**src/rtl/pdp8_pkg.sv**
```systemverilog
// Shared constants for the PDP-8/e break (DMA) logic: FSM encoding,
// default address/data widths and the grant index width.
package pdp8_pkg;

    localparam int AW_DEF = 15;
    localparam int DW_DEF = 12;
    localparam int GID_W  = 3;

    localparam logic [1:0] ST_IDLE = 2'd0;
    localparam logic [1:0] ST_REQ  = 2'd1;
    localparam logic [1:0] ST_BUSY = 2'd2;
    localparam logic [1:0] ST_ACK  = 2'd3;

endpackage

```
**src/rtl/break_pick.sv**
```systemverilog
// Combinational winner selection for the break arbiter: scans the request
// vector starting at ptr and wrapping modulo NCH; first set bit wins.
module break_pick
    import pdp8_pkg::*;
#(
    parameter int NCH = 4
) (
    input  logic [NCH-1:0]   req,
    input  logic [GID_W-1:0] ptr,
    output logic             valid,
    output logic [GID_W-1:0] idx
);

    always_comb begin
        int unsigned c;
        c     = 0;
        valid = 1'b0;
        idx   = '0;
        for (int unsigned i = 0; i < NCH; i++) begin
            c = (32'(ptr) + i) % NCH;
            if (!valid && (|(req & (NCH'(1) << c)))) begin
                valid = 1'b1;
                idx   = GID_W'(c);
            end
        end
    end

endmodule

```
**src/rtl/io_break_arb.sv**
```systemverilog
// N-channel data-break arbiter feeding the PDP-8/e MA datapath.
// Define ROUND_ROBIN_EN for rotating priority; otherwise channel 0 is highest.
module io_break_arb
    import pdp8_pkg::*;
#(
    parameter int NCH = 4,
    parameter int AW  = AW_DEF,
    parameter int DW  = DW_DEF
) (
    input  logic              clk,
    input  logic              resetn,
    input  logic              clear,
    input  logic [NCH-1:0]    ch_req,
    input  logic [NCH-1:0]    ch_to_mem,
    input  logic [NCH*AW-1:0] ch_addr,
    input  logic [NCH*DW-1:0] ch_wdata,
    output logic [NCH-1:0]    ch_ack,
    output logic [DW-1:0]     ch_rdata,
    output logic              data_break,
    output logic              to_dev,
    output logic [AW-1:0]     dmaAddr,
    output logic [DW-1:0]     dmaDOUT,
    input  logic [DW-1:0]     dmaDIN,
    input  logic              break_in_prog,
    output logic [GID_W-1:0]  grant_id
);

    logic [1:0]       state;
    logic [GID_W-1:0] ptr;
    logic             pick_valid;
    logic [GID_W-1:0] pick_idx;
    logic [NCH-1:0]   pick_oh;
    logic [NCH-1:0]   grant_oh;
    logic [AW-1:0]    pick_addr;
    logic [DW-1:0]    pick_wdata;

    break_pick #(.NCH(NCH)) u_pick (
        .req   (ch_req),
        .ptr   (ptr),
        .valid (pick_valid),
        .idx   (pick_idx)
    );

    assign pick_oh    = NCH'(1) << pick_idx;
    assign grant_oh   = NCH'(1) << grant_id;
    assign pick_addr  = AW'(ch_addr >> (pick_idx * AW));
    assign pick_wdata = DW'(ch_wdata >> (pick_idx * DW));

`ifdef ROUND_ROBIN_EN
    // Last winner drops to lowest priority once its cycle is acknowledged.
    always_ff @(posedge clk or negedge resetn) begin
        if (!resetn) begin
            ptr <= '0;
        end else if (state == ST_ACK) begin
            ptr <= (grant_id == GID_W'(NCH - 1)) ? '0 : grant_id + 1'b1;
        end
    end
`else
    assign ptr = '0;
`endif

    always_ff @(posedge clk or negedge resetn) begin
        if (!resetn) begin
            state      <= ST_IDLE;
            data_break <= 1'b0;
            to_dev     <= 1'b0;
            ch_ack     <= '0;
            ch_rdata   <= '0;
            dmaAddr    <= '0;
            dmaDOUT    <= '0;
            grant_id   <= '0;
        end else begin
            case (state)
                ST_IDLE: begin
                    if (pick_valid && !clear) begin
                        grant_id   <= pick_idx;
                        dmaAddr    <= pick_addr;
                        dmaDOUT    <= pick_wdata;
                        to_dev     <= ~(|(ch_to_mem & pick_oh));
                        data_break <= 1'b1;
                        state      <= ST_REQ;
                    end
                end
                ST_REQ: begin
                    // A cycle already started by the state machine wins over clear.
                    if (break_in_prog) begin
                        state <= ST_BUSY;
                    end else if (!(|(ch_req & grant_oh)) || clear) begin
                        data_break <= 1'b0;
                        state      <= ST_IDLE;
                    end
                end
                ST_BUSY: begin
                    if (!break_in_prog) begin
                        ch_rdata   <= dmaDIN;
                        data_break <= 1'b0;
                        ch_ack     <= grant_oh;
                        state      <= ST_ACK;
                    end
                end
                default: begin
                    ch_ack <= '0;
                    state  <= ST_IDLE;
                end
            endcase
        end
    end

endmodule

```
**config.mk**
```make
export PLATFORM = sky130hd
export DESIGN_NAME = io_break_arb
export DESIGN_NICKNAME = d
export VERILOG_FILES = /design/src/rtl/pdp8_pkg.sv /design/src/rtl/break_pick.sv /design/src/rtl/io_break_arb.sv
export SDC_FILE = /design/constraint.sdc
export NUM_CORES = 1
export LEC_CHECK = 0
export ABC_CLOCK_PERIOD_IN_PS = 4300
export CAP_MARGIN = 20
export CORE_AREA = 2 2 102 79
export CTS_CLUSTER_SIZE = 16
export DETAILED_ROUTE_END_ITERATION = 8
export DIE_AREA = 0 0 104 81
export PLACE_DENSITY = 0.84
export SETUP_SLACK_MARGIN = 0.3
export SLEW_MARGIN = 20
export SYNTH_ARGS = -nofsm -noshare
export SYNTH_HDL_FRONTEND = slang
export SYNTH_HIERARCHICAL = 1
export SYNTH_SLANG_ARGS = --single-unit
```
**constraint.sdc**
```tcl
create_clock -name clk -period 4.3 [get_ports clk]
set_clock_uncertainty 0.05 [all_clocks]
set_input_delay 0.86 -clock clk [delete_from_list [all_inputs] [get_ports clk]]
set_output_delay 0.86 -clock clk [all_outputs]
set_load 0.05 [all_outputs]
```
==> flow_metrics.tcl <==
set metrics [dict create \
    tritoncts.num_buffers 5 \
    timing.reg2reg.worst_path_depth 4 \
    grt_remaining_overflow 0 \
    synth.yosys.warnings 6 \
    synth_enable_flop_cells 0 \
    critical_path.startpoint_type "input port" \
    setup-violations-final 0 \
    cts.repair_timing.setup_buffer_count 0 \
    fillerInstances 617 \
    drt_wl_cell_um 16.51 \
    synth_most_common_cell "sky130_fd_sc_hd__dfrtp_1" \
    worst_setup_path_endpoint "dmaAddr[10]" \
    detailedRoute.firstIterationViolations 89 \
    antenna_cells 0 \
    async_reset_ff_frac 1.000 \
    yosysSeqAreaShare 0.4335 \
    ys_top_cells_by_area "sky130_fd_sc_hd__dfrtp_1 43%, sky130_fd_sc_hd__mux4_2 23%, sky130_fd_sc_hd__a22o_1 9.7%" \
    yosysUniqueCellTypes 37 \
    clock_tree.htree_level_count 2 \
    hold_path.startpoint "ch_ack[3]" \
    dieHeight_um 81 \
    placementRows 28 \
    core_utilization_of_the_finished_layout 0.6455 \
    r2r_slack_ns 2.10 \
    io_pins 180 \
    vias_per_cell 5.159 \
    post-place-cells 482 \
    postCtsResizedCells 0 \
    rsz0062_at_grt "false" \
    first_global_vias 2691 \
    tns_ns 0 \
    maxClockFrequency_mhz 321.6 \
    worst_skew_pair.late_latency_ns 0.30 \
    detail_route.first_pass.iterations 4 \
    launching_point_of_the_worst_reg2reg_path "state[0]" \
    pwr_density_cell_mw_per_mm2 587.9 \
    netlist.area_leader.share 0.4335 \
    detailedPlace.worstSlack_ns 0.8788 \
    synthToLayoutAreaGrowth_pct 69.22 \
    slew_limit_headroom 0.3548 \
    critical_path_class "in2reg" \
    post_route_cells_drive_above_1_share 0.1584 \
    area_occupied_by_multi_input_gates_mm2 0.001560 \
    startpoint "ch_req[0]" \
    critical_r2r_capture "ch_rdata[5]" \
    outcome "finished clean" \
    reg_area_mm2 0.001251 \
    final-hold-violation-count 0 \
    syn_inst 201 \
    holdCritPathClass "reg2reg" \
    hold_buffers 0 \
    num_vias 2528 \
    numPortBuffers 179 \
    fin_nets 524 \
    avgSynthCellArea_um2 14.36 \
    synth_largest_area_cell "sky130_fd_sc_hd__dfrtp_1" \
    cap_violations 0 \
    initial_utilization 0.3814 \
    grt_usage 0.1934 \
    timing_worst_slew_pin_value_ns 0.9659 \
    grt_first_pass_wirelength_um 12940 \
    final-max-slew-violation-count 0 \
    cts.sinks 50 \
    worst-endpoint-required_ns 4.45 \
    synth_ff_type "sky130_fd_sc_hd__dfrtp_1" \
    final.min_clock_period_ns 3.110 \
    power.ir.vdd_worst_uv 326.3 \
    layoutNonFillerInstCount 490 \
    dpl.hpwl_um 6349 \
    final_critical_path_setup_slack_ns 1.190 \
    cp-end-kind "register" \
    share_of_the_cycle_needed_by_the_critical_path_after_routing 0.7232 \
    p_leak_nw 1.960 \
    die_w_um 104 \
    path_max_fanout 29 \
    critical_path_arrival_ns 3.26 \
    core_area_mm2 0.007567 \
    routabilityCongestion 0.8281 \
    number_of_remaining_drc_errors 0 \
    tritoncts "built" \
    synth_area_mm2 0.002887 \
    buffers_from_clock_root_to_sink_at_most 2 \
    design.die.area_mm2 0.008424 \
    cts-root-buf "sky130_fd_sc_hd__clkbuf_8" \
    top_cells_by_instance_count_after_synthesis "50 x sky130_fd_sc_hd__dfrtp_1, 32 x sky130_fd_sc_hd__a22o_1, 29 x sky130_fd_sc_hd__mux4_2, 15 x sky130_fd_sc_hd__mux2_2, 8 x sky130_fd_sc_hd__ha_1" \
    reg_clk_slew_reported_paths_ns 0.10 \
    detail-route-antenna-nets 0 \
    wirelength_um 8090 \
    antenna_violations_before_repair 0 \
    pin_count_of_the_biggest_net_entering_global_routing 51 \
    synth.ff_latch_count 50 \
]
-- layer usage --
| layer | vias to the layer above | global-route usage | share of wire |
|---|---|---|---|
| met2 | 121 | 0.3697 | 0.53 |
| met3 | 2 | 0.04815 | 0.076 |
| met5 | - | 0 | 0 |
| li1 | 1161 | - | - |
| met4 | 0 | 0.04189 | 0.0049 |
| met1 | 1244 | 0.2230 | 0.39 |
-- flip-flops by register name, indices dropped and copies added, names as in the netlist --
| name | flops |
|---|---|
| state | 2 |
| grant_id | 3 |
| ch_rdata | 12 |
| to_dev | 1 |
| data_break | 1 |
| dmaAddr | 15 |
| ch_ack | 4 |
| dmaDOUT | 12 |
-- power by group --
part / switching, mW / internal [mW]
combinational: 1.04 / 0.739
clock: 0.172 / 0.121
sequential: 0.128 / 0.669
total: 1.34 / 1.53
-- cells in the final DEF, fill, tap and decap left out, drive strengths merged, types with 5 or more instances in the layout --
cell type      count
mux2              15
clkbuf             5
a22o              32
a22oi              5
clkdlybuf4s50    178
inv                9
dfrtp             50
conb               9
nand2              5
ha                 8
mux4              29
-- worst max-delay path, cell delays in order --
cell and delay, ns:
sky130_fd_sc_hd__clkdlybuf4s50_1 0.50, sky130_fd_sc_hd__a221oi_2 0.51, sky130_fd_sc_hd__and2_1 0.20, sky130_fd_sc_hd__a22o_2 0.17, sky130_fd_sc_hd__buf_12 0.23, sky130_fd_sc_hd__mux4_2 0.54, sky130_fd_sc_hd__a22o_1 0.21
-- cells by family (layout without fill, tap and decap cells) --
kind of cell    count (synthesis)  after routing  share of synthesized area
simple gates                   25             25                    0.04942
flops                          50             50                     0.4335
buf+inv                        19            196                    0.03728
mux                            46             46                     0.2917
compound gates                 51             51                     0.1508
fa+ha+maj                       8              8                    0.03468
other cells                     2              9                   0.002602
-- cell type report --
cell class | count | area share
repair buffers | 182 | 0.3735
multi-input cells | 139 | 0.3194
flip-flops and latches | 50 | 0.2561
well taps | 105 | 0.02690
clock buffers | 5 | 0.01409
clock inverters | 3 | 0.005379
inverters | 6 | 0.004611
-- how the worst min path moves through the flow --
stage | to | slack [ns] | cells after the start
after floorplan | state[1] | 0.49 | 1
after global placement | ch_ack[3] | 0.42 | 2
after detailed placement | ch_ack[3] | 0.43 | 2
after CTS | ch_ack[3] | 0.46 | 2
after global routing | dmaDOUT[3] | 0.48 | 1
final | ch_ack[3] | 0.46 | 2
-- stage by stage --
stage               instance area [µm²]  power (mW)  hold WS [ns]
finish                             4885       2.872        0.4589
global route                       4885       3.014        0.4750
CTS                                4885       2.901        0.4631
detailed placement                 4790       2.602        0.4336
global placement                   4782       2.561        0.4162
floorplan                          2913       1.966        0.4863
(Power assumes the default switching activity.)
